[src/rtl/led_pattern_timer.sv]
// Multi-channel LED driver: shared tick prescaler plus per-channel OFF/ON/BLINK/ONESHOT engines.
// Channels are reprogrammed through a single-cycle write port; all outputs are registered.
module led_pattern_timer #(
    parameter int CHANNELS   = 4,
    parameter int CLOCK_FREQ = 50_000_000,
    parameter int TICK_FREQ  = 1000,
    parameter int PERIOD_W   = 10,
    parameter int CH_W       = (CHANNELS > 1) ? $clog2(CHANNELS) : 1
) (
    input  logic                clk,
    input  logic                rst_n,
    input  logic                wr_en,
    input  logic [CH_W-1:0]     wr_ch,
    input  logic [1:0]          wr_mode,
    input  logic [PERIOD_W-1:0] wr_period,
    output logic                tick,
    output logic [CHANNELS-1:0] led,
    output logic [CHANNELS-1:0] done
);

    localparam int TICK_DIV = CLOCK_FREQ / TICK_FREQ;
    localparam int PRE_W    = $clog2(TICK_DIV) + 1;
    localparam logic [PRE_W-1:0] PRE_LAST = PRE_W'(TICK_DIV - 1);

    typedef enum logic [1:0] {
        MODE_OFF     = 2'd0,
        MODE_ON      = 2'd1,
        MODE_BLINK   = 2'd2,
        MODE_ONESHOT = 2'd3
    } mode_e;

    logic [PRE_W-1:0]    pre_cnt_r;
    logic [PRE_W-1:0]    pre_next_s;
    logic                tick_r;

    mode_e               mode_r   [CHANNELS];
    logic [PERIOD_W-1:0] period_r [CHANNELS];
    logic [PERIOD_W-1:0] cnt_r    [CHANNELS];
    logic [CHANNELS-1:0] led_r;
    logic [CHANNELS-1:0] done_r;

    mode_e               mode_s   [CHANNELS];
    logic [PERIOD_W-1:0] period_s [CHANNELS];
    logic [PERIOD_W-1:0] cnt_s    [CHANNELS];
    logic [CHANNELS-1:0] led_s;
    logic [CHANNELS-1:0] done_s;
    logic [CHANNELS-1:0] wr_hit_s;

    // Next prescaler count, wrapping at the last count of the divide ratio.
    always_comb begin
        if (pre_cnt_r == PRE_LAST) begin
            pre_next_s = {PRE_W{1'b0}};
        end else begin
            pre_next_s = pre_cnt_r + PRE_W'(1);
        end
    end

    // Free-running prescaler; tick is registered so it is high while the count sits at its last value.
    always_ff @(posedge clk or negedge rst_n) begin
        if (!rst_n) begin
            pre_cnt_r <= {PRE_W{1'b0}};
            tick_r    <= 1'b0;
        end else begin
            pre_cnt_r <= pre_next_s;
            tick_r    <= (pre_next_s == PRE_LAST);
        end
    end

    // Write decode; out-of-range channel indices match no channel and are dropped.
    always_comb begin
        wr_hit_s = {CHANNELS{1'b0}};
        for (int i = 0; i < CHANNELS; i++) begin
            wr_hit_s[i] = wr_en && (wr_ch == CH_W'(i));
        end
    end

    // Per-channel next state: a write takes priority over tick processing on the same channel.
    always_comb begin
        led_s  = led_r;
        done_s = {CHANNELS{1'b0}};
        for (int i = 0; i < CHANNELS; i++) begin
            mode_s[i]   = mode_r[i];
            period_s[i] = period_r[i];
            cnt_s[i]    = cnt_r[i];
            if (wr_hit_s[i]) begin
                mode_s[i]   = mode_e'(wr_mode);
                period_s[i] = wr_period;
                cnt_s[i]    = {PERIOD_W{1'b0}};
                led_s[i]    = (wr_mode != 2'd0);
            end else if (tick_r) begin
                case (mode_r[i])
                    MODE_OFF: begin
                        led_s[i] = 1'b0;
                    end
                    MODE_ON: begin
                        led_s[i] = 1'b1;
                    end
                    MODE_BLINK: begin
                        if (cnt_r[i] == period_r[i]) begin
                            cnt_s[i] = {PERIOD_W{1'b0}};
                            led_s[i] = ~led_r[i];
                        end else begin
                            cnt_s[i] = cnt_r[i] + PERIOD_W'(1);
                        end
                    end
                    MODE_ONESHOT: begin
                        // Expiry retires the channel to OFF so later ticks leave it dark.
                        if (cnt_r[i] == period_r[i]) begin
                            cnt_s[i]  = {PERIOD_W{1'b0}};
                            led_s[i]  = 1'b0;
                            mode_s[i] = MODE_OFF;
                            done_s[i] = 1'b1;
                        end else begin
                            cnt_s[i] = cnt_r[i] + PERIOD_W'(1);
                        end
                    end
                    default: begin
                        mode_s[i] = MODE_OFF;
                        led_s[i]  = 1'b0;
                    end
                endcase
            end else begin
                cnt_s[i] = cnt_r[i];
            end
        end
    end

    // Channel state and output registers.
    always_ff @(posedge clk or negedge rst_n) begin
        if (!rst_n) begin
            for (int i = 0; i < CHANNELS; i++) begin
                mode_r[i]   <= MODE_OFF;
                period_r[i] <= {PERIOD_W{1'b0}};
                cnt_r[i]    <= {PERIOD_W{1'b0}};
            end
            led_r  <= {CHANNELS{1'b0}};
            done_r <= {CHANNELS{1'b0}};
        end else begin
            for (int i = 0; i < CHANNELS; i++) begin
                mode_r[i]   <= mode_s[i];
                period_r[i] <= period_s[i];
                cnt_r[i]    <= cnt_s[i];
            end
            led_r  <= led_s;
            done_r <= done_s;
        end
    end

    assign tick = tick_r;
    assign led  = led_r;
    assign done = done_r;

endmodule

[config.mk]
export PLATFORM = sky130hd
export DESIGN_NAME = led_pattern_timer
export DESIGN_NICKNAME = d
export VERILOG_FILES = /design/src/rtl/led_pattern_timer.sv
export SDC_FILE = /design/constraint.sdc
export NUM_CORES = 1
export LEC_CHECK = 0
export BUFFER_PORTS_ARGS = -buffer_cell sky130_fd_sc_hd__buf_2
export CORE_MARGIN = 5
export CORE_UTILIZATION = 45
export DETAILED_ROUTE_END_ITERATION = 6
export HOLD_SLACK_MARGIN = 0.12
export SYNTH_ARGS = -nofsm -noshare
export SYNTH_HDL_FRONTEND = slang
export SYNTH_SLANG_ARGS = --single-unit
[constraint.sdc]
create_clock -name clk -period 2.4 [get_ports clk]
set_clock_uncertainty 0.15 [all_clocks]
set_input_delay 0.6 -clock clk [delete_from_list [all_inputs] [get_ports clk]]
set_output_delay 0.6 -clock clk [all_outputs]
set_load 0.01 [all_outputs]
==> results of run 1 <==
[metal layers]
layer  vias up  track usage (%)  share of wire [%]  wire [µm]
li1       2287                -                  -          -
met1      2267            23.90                 46       6282
met2        84            31.23                 49       6791
met3        10            5.875                4.3        597
met4         0            4.900               0.77        106
met5         -                0                  0          0
[cell usage in the layout (no fill, tap or decap), drive strengths merged, types with 7 or more instances in the layout]
cell type and instances:
a21oi 7, a31oi 15, and3 16, buf 42, clkbuf 22, dfrtp 114
ha 17, inv 20, nand2 161, nand3 26, nand4 22, nor2 49
nor3 11, nor4 10, o21ai 21, or4 7, xnor2 28, xor2 46
[where the power goes]
part / total [mW] / leakage (nW) / internal, mW / switching, mW
Clock: 2.64 / 0.304 / 1.78 / 0.856
Sequential: 2.20 / 1.47 / 2.07 / 0.126
Combinational: 0.514 / 1.60 / 0.216 / 0.299
Total: 5.35 / 3.38 / 4.07 / 1.28
[cell families (layout without fill, tap and decap cells)]
family | count (synthesis) | count (layout)
AO/OA/AOI/OAI | 69 | 69
XOR/XNOR | 74 | 74
adder cells (fa/ha/maj) | 17 | 17
buffers and inverters | 39 | 95
flip-flops | 114 | 114
multiplexers | 2 | 2
AND/OR/NAND/NOR | 326 | 326
[worst min path at each step]
stage	from	end	slack, ps	cells after the start
2_1_floorplan	rst_n	cnt_r[0]	150	0
3_3_place_gp	period_r[33]	period_r[33]	330	2
3_5_place_dp	period_r[38]	period_r[38]	340	2
4_1_cts	wr_period[7]	period_r[7]	300	3
5_1_grt	wr_period[4]	period_r[34]	310	3
6_report	wr_period[7]	period_r[17]	310	3
[critical path: stages (launching register included)]
cell and delay [ps]:
dfrtp_1 390, ha_1 270, nand4_4 170, nor4_1 500, xor2_1 240, o2111ai_1 210, a2111oi_4 220
[layout make-up]
class / instances / area [µm²] / share of cell area (%)
Multi-Input combinational cell: 488 / 2928 / 41.91
Inverter: 20 / 75.07 / 1.074
Tap cell: 176 / 220.2 / 3.152
Timing Repair Buffer: 43 / 290.3 / 4.155
Clock inverter: 10 / 156.4 / 2.239
Sequential cell: 114 / 2853 / 40.83
Clock buffer: 22 / 464.2 / 6.644
[registers in the layout, summed over array words and instances, names as in the netlist]
register / cells
tick: 1
period_r: 40
led: 4
cnt_r: 40
pre_cnt_r: 17
mode_r: 8
done: 4
[cell usage after synthesis (3+ instances only)]
library cell	n
nor2_1	48
and4_1	3
xor2_1	46
nor3b_1	3
clkbuf_1	15
nand4_1	21
ha_1	17
a22o_1	4
xnor2_1	28
inv_1	20
nand3b_1	5
and3_1	15
nand3_1	24
nor3_1	11
nand2_1	161
nor4_1	8
a32o_1	6
a31oi_1	15
and2_1	5
or4_1	5
o21ai_0	20
dfrtp_1	114
a21oi_1	7
[through the flow]
stage                     util [%]  std cells  setup slack, ps
after floorplan                  -        641            159.5
after global placement       48.58        840            217.7
after detailed placement     48.58        840            204.0
after CTS                    53.39        873            215.1
after global routing         53.39        873            61.76
final                        53.39        873            142.0
==> parameters.txt, run 1 <==
Parameter                              Value

Run status
  Status    complete, no violations

Route
  Total length of routed wires    13780 µm
  Number of DRC violations after detailed-routing iteration 0    315
  Post-detailed-route DRC marker count    0
  Number of routed nets with antenna violations    0
  Routed via count divided by cell count    5.324
  Iteration count of the initial detailed-routing pass    7
  Routed length per placed instance    15.78 µm
  Via total after detailed routing    4648

Setup path
  Critical path launch point    pre_cnt_r[0]
  Reg2Reg Setup Slack    140 ps
  Maximum fanout along the worst path    6
  Data required time of the worst path    2560 ps
  Worst reg2reg endpoint    tick
  Data arrival, critical path    2420 ps
  CP Capture Type    flip-flop
  Critical Setup Path Class    flip-flop to flip-flop
  Worst reg2reg path startpoint    pre_cnt_r[0]
  Crit start category    flip-flop
  Reg2Reg Depth    6
  Critical Path Sink    tick

Synthesis
  Main combinational cell family by area after synthesis    simple AND/OR/NAND/NOR gates
  Adder and majority cell fraction of the synthesized area    3.587%
  Mean area per synthesized cell    9.250 µm²
  Count of flip-flops with a built-in enable after synthesis    0
  Flip-flop and latch count after synthesis    114
  Mux contribution to synthesized area    0.3376%
  Combined area of all synthesized cells    5929 µm²
  Synth Warn #    0
  Instance count of the mapped netlist    641
  Number of unique standard cell types used by synthesis    54
  Async SR Flop Fraction    100.0%
  Complex-gate fraction of the synthesized area    8.187%
  Syn Nets    675
  Area share of the leading cell type in the synthesized netlist    48.11%
  Area fraction in and, or, nand and nor cells after synthesis    26.33%
  Top FF cell, synth    dfrtp_1
  Cell types occupying the most area after synthesis    dfrtp_1, nand2_1, xor2_1, xnor2_1, ha_1
  Cell type contributing the most total cell area after synthesis    dfrtp_1
  Portion of the post-synthesis area used by sequential elements    48.11%
  Post-Synth XOR/XNOR Area    10.93%

Placement
  PortBufs    25
  Final Wtd Congestion    0.8489
  Post-placement cell area    6356 µm²
  Post-DP HPWL    9874 µm

Timing
  Final critical-path required period    2258 ps
  Max-slew violation total from the final report    0
  Highest Clock Rate    442.9 MHz
  Hold Worst Slack    305.1 ps
  # setup viols final    0
  Tightest slew margin relative to the limit    54.32%
  Slew @ Worst Pin    682.0 ps
  Post-route fraction of the period consumed by the critical path    94.08%
  Unrepaired setup endpoints after global routing    false
  Fin. Hold Viols    0
  Final setup TNS    0 ps

Floorplanning
  Boundary Pins    26
  Site Rows    42
  Core outline area    13090 µm²
  Die Y    124.8 µm
  Area of the die    15570 µm²
  Width of the die    124.8 µm
  Initial Utilization    45.31%

Clocking
  Clock slew at the register clock pins of the worst setup and hold paths    50 ps
  Number of hold buffers added after CTS    1
  Post-CTS resize count    0
  Root Driver    clkbuf_16
  Clock latency on the worst-skew pair    410 ps
  Max Root-Sink Buffers    2
  Setup Buffers After CTS    0
  Level count of the clock H-tree    4
  Number of sinks driven by the clock tree    114
  Clock tree from TritonCTS    yes
  Num CTS Buffers    17

Power
  Leakage    3.380 nW
  PnR Total Power    5.352 mW
  IR drop worst, VDD    0.4865 mV
  Pwr dens    766.0 nW/µm²

Global routing
  Largest net degree at the start of global routing    43
  Overflow after GRT    0
  Wire length of the first global-routing pass    23670 µm
  Via count of the first global-routing pass    4646
  Global routing usage summed across all routing layers    18.82%
  Initial antenna violation count    0

Finish
  Final non-filler cell area    6987 µm²
  Number of fillers in the final layout    1202
  Fraction of final layout cells with drive strength greater than 1    12.20%
  Synthesis-to-finish area growth    17.83%
  Inserted Diodes    0
  Net total in the final layout    718

Min path
  Class of the tightest hold or removal check    input pin to flip-flop

Run
  Reported max-cap violation count    0
Power figures use the tool's default switching activity.
==> run 2: changes to the inputs <==
--- a/config.mk
+++ b/config.mk
@@ -5,11 +5,12 @@
 export SDC_FILE = /design/constraint.sdc
 export NUM_CORES = 1
 export LEC_CHECK = 0
-export BUFFER_PORTS_ARGS = -buffer_cell sky130_fd_sc_hd__buf_2
 export CORE_MARGIN = 5
 export CORE_UTILIZATION = 45
 export DETAILED_ROUTE_END_ITERATION = 6
+export DONT_BUFFER_PORTS = 1
 export HOLD_SLACK_MARGIN = 0.12
+export SLEW_MARGIN = 40
 export SYNTH_ARGS = -nofsm -noshare
 export SYNTH_HDL_FRONTEND = slang
 export SYNTH_SLANG_ARGS = --single-unit
==> run 2 against run 1 <==
  * The flow now finishes with violations (hold timing)
  * Count of clock-buffer cells in the layout increased by 1
  * Non-clock buffer count decreased by 25
  * Maximum frequency increased by 2.2%
  * Power decreased by 4.0%
  * Core utilization decreased by 1.4 points
  * Critical path depth unchanged
  * Design area decreased by 2.7%
  * Clock power decreased by 5%
  * Flip-flop and latch count unchanged
  * Final cell count decreased by 3.2%
  * Sequential share of layout area increased by 1.1 points
  * Largest cell class unchanged
  * Largest power group unchanged
==> parameters.txt, run 2 (synthesized netlist as in run 1, its figures left out) <==
Parameter                              Value

Run status
  Status    finished with violations
  Violated checks    hold timing

Floorplanning
  Die Y    124.8 µm
  Site Rows    42
  Area of the die    15570 µm²
  Boundary Pins    26
  Initial Utilization    45.31%
  Core outline area    13090 µm²
  Width of the die    124.8 µm

Setup path
  Crit path max-delay cell type    or4_4
  Cell-by-cell listing of the critical path    ha_1, nand4_4, nor2_4, xnor2_1, or4_4, a2111oi_4
  CP peak stage delay    510 ps
  Data arrival, critical path    2360 ps
  Data required time of the worst path    2550 ps
  Maximum fanout along the worst path    6
  Critical Setup Path Class    flip-flop to flip-flop
  Cell class contributing the biggest share of worst-path delay    simple AND/OR/NAND/NOR gates
  CP Capture Type    flip-flop
  Crit path buffers/inverters    0
  Reg2Reg Setup Slack    190 ps
  Crit start category    flip-flop

Power
  Sequential fraction of design power    42.9%
  Comb power frac    8.2%
  IR drop worst, VDD    0.4307 mV
  Clock network fraction of design power    48.9%
  Sw frac    23.00%
  Pwr dens    755.3 nW/µm²
  Leakage    3.255 nW
  Cell internal power dissipation    3.954 mW
  Net switching power    1.181 mW

Route
  Via total after detailed routing    4632
  Routed length per placed instance    16.07 µm
  Iteration count of the initial detailed-routing pass    5
  Total length of routed wires    13580 µm
  Post-detailed-route DRC marker count    0
  Routed via count divided by cell count    5.482
  Number of DRC violations after detailed-routing iteration 0    330
  Number of routed nets with antenna violations    0

Clocking
  Clock latency on the worst-skew pair    410 ps
  Post-CTS resize count    0
  Num CTS Buffers    17
  Max Root-Sink Buffers    2
  Clock tree from TritonCTS    yes
  Root Driver    clkbuf_16
  Level count of the clock H-tree    4
  Clock slew at the register clock pins of the worst setup and hold paths    50 ps
  Setup Buffers After CTS    0
  Number of sinks driven by the clock tree    114

Timing
  Max-slew violation total from the final report    0
  Highest Clock Rate    452.5 MHz
  Final critical-path required period    2210 ps
  Final setup TNS    0 ps
  Fin. Hold Viols    114
  Unrepaired setup endpoints after global routing    false
  Tightest slew margin relative to the limit    64.99%
  Slew @ Worst Pin    522.7 ps
  Post-route fraction of the period consumed by the critical path    92.07%
  Hold Worst Slack    -268.9 ps
  # setup viols final    0

Finish
  Most common library cell in the layout ignoring fill and taps    nand2_1
  Final core utilization    51.96%
  Net total in the final layout    693
  Non-filler instance count after layout    845
  Number of fillers in the final layout    1194
  Fraction of final layout cells with drive strength greater than 1    8.819%
  Most frequent cells in the layout    nand2_1, dfrtp_1, nor2_1, xor2_1, xnor2_1
  Registers with the most flip-flops    cnt_r x40, period_r x40, pre_cnt_r x17
  Inserted Diodes    0
  Synthesis-to-finish area growth    14.67%

Global routing
  Via count of the first global-routing pass    4625
  Overflow after GRT    0
  Global routing usage summed across all routing layers    18.24%
  Largest net degree at the start of global routing    115
  Wire length of the first global-routing pass    22960 µm
  Initial antenna violation count    0

Placement
  PortBufs    0
  Final Wtd Congestion    0.8176
  Post-DP HPWL    9358 µm
  Post-Place Cells    816

Run
  Reported max-cap violation count    0

Min path
  Class of the tightest hold or removal check    input pin to asynchronous set/reset pin
run 2: layer usage:
layer  wire (µm)  vias to the layer above  track usage, %
met5           0                        -               0
met3         662                       25           5.532
li1            -                     2234               -
met2        6572                       92           29.39
met4         279                        0           7.092
met1        6066                     2281           23.04
run 2: power by group through the flow:
| stage | registers, mW | clock network, mW | logic, mW |
|---|---|---|---|
| 6_report | 2.20 | 2.51 | 0.421 |
| 5_1_grt | 2.22 | 2.65 | 0.485 |
| 4_1_cts | 2.20 | 2.56 | 0.424 |
| 3_5_place_dp | 2.23 | 0 | 0.419 |
| 3_3_place_gp | 2.23 | 0 | 0.404 |
| 2_1_floorplan | 2.20 | 0 | 0.347 |
run 2: area by class of cell:
class,count,area (µm²),area share (%)
Clock inverter,6,105.1,1.546
Tap cell,176,220.2,3.239
Timing Repair Buffer,18,135.1,1.987
Sequential cell,114,2853,41.96
Clock buffer,23,478.0,7.030
Inverter,20,75.07,1.104
Multi-Input combinational cell,488,2933,43.14
run 2: final timing paths:
kind,end,from,depth (start not counted)
worst max-delay path,tick,pre_cnt_r[0],6
worst min-delay path,cnt_r[28],rst_n,0
worst max register to register,tick,pre_cnt_r[0],6
worst min register to register,period_r[16],period_r[16],2
max in group asynchronous,pre_cnt_r[15],rst_n,0
min in group clk,period_r[31],wr_period[1],2
run 2: worst reg2reg max path, stage by stage, from the launching register on:
cell	delay, ps
dfrtp_1	400
ha_1	270
nand4_4	180
nor2_4	180
xnor2_1	90
or4_4	510
a2111oi_4	330
run 2: through the flow:
step,setup WS (ps),instance area [µm²],total power [mW],hold WS [ps]
CTS,170.1,6799,5.189,-287.4
finish,190.3,6799,5.135,-268.9
detailed placement,177.7,6216,2.653,159.8
global route,25.52,6799,5.355,-290.7
floorplan,159.5,5929,2.546,154.4
global placement,270.8,6216,2.638,159.3
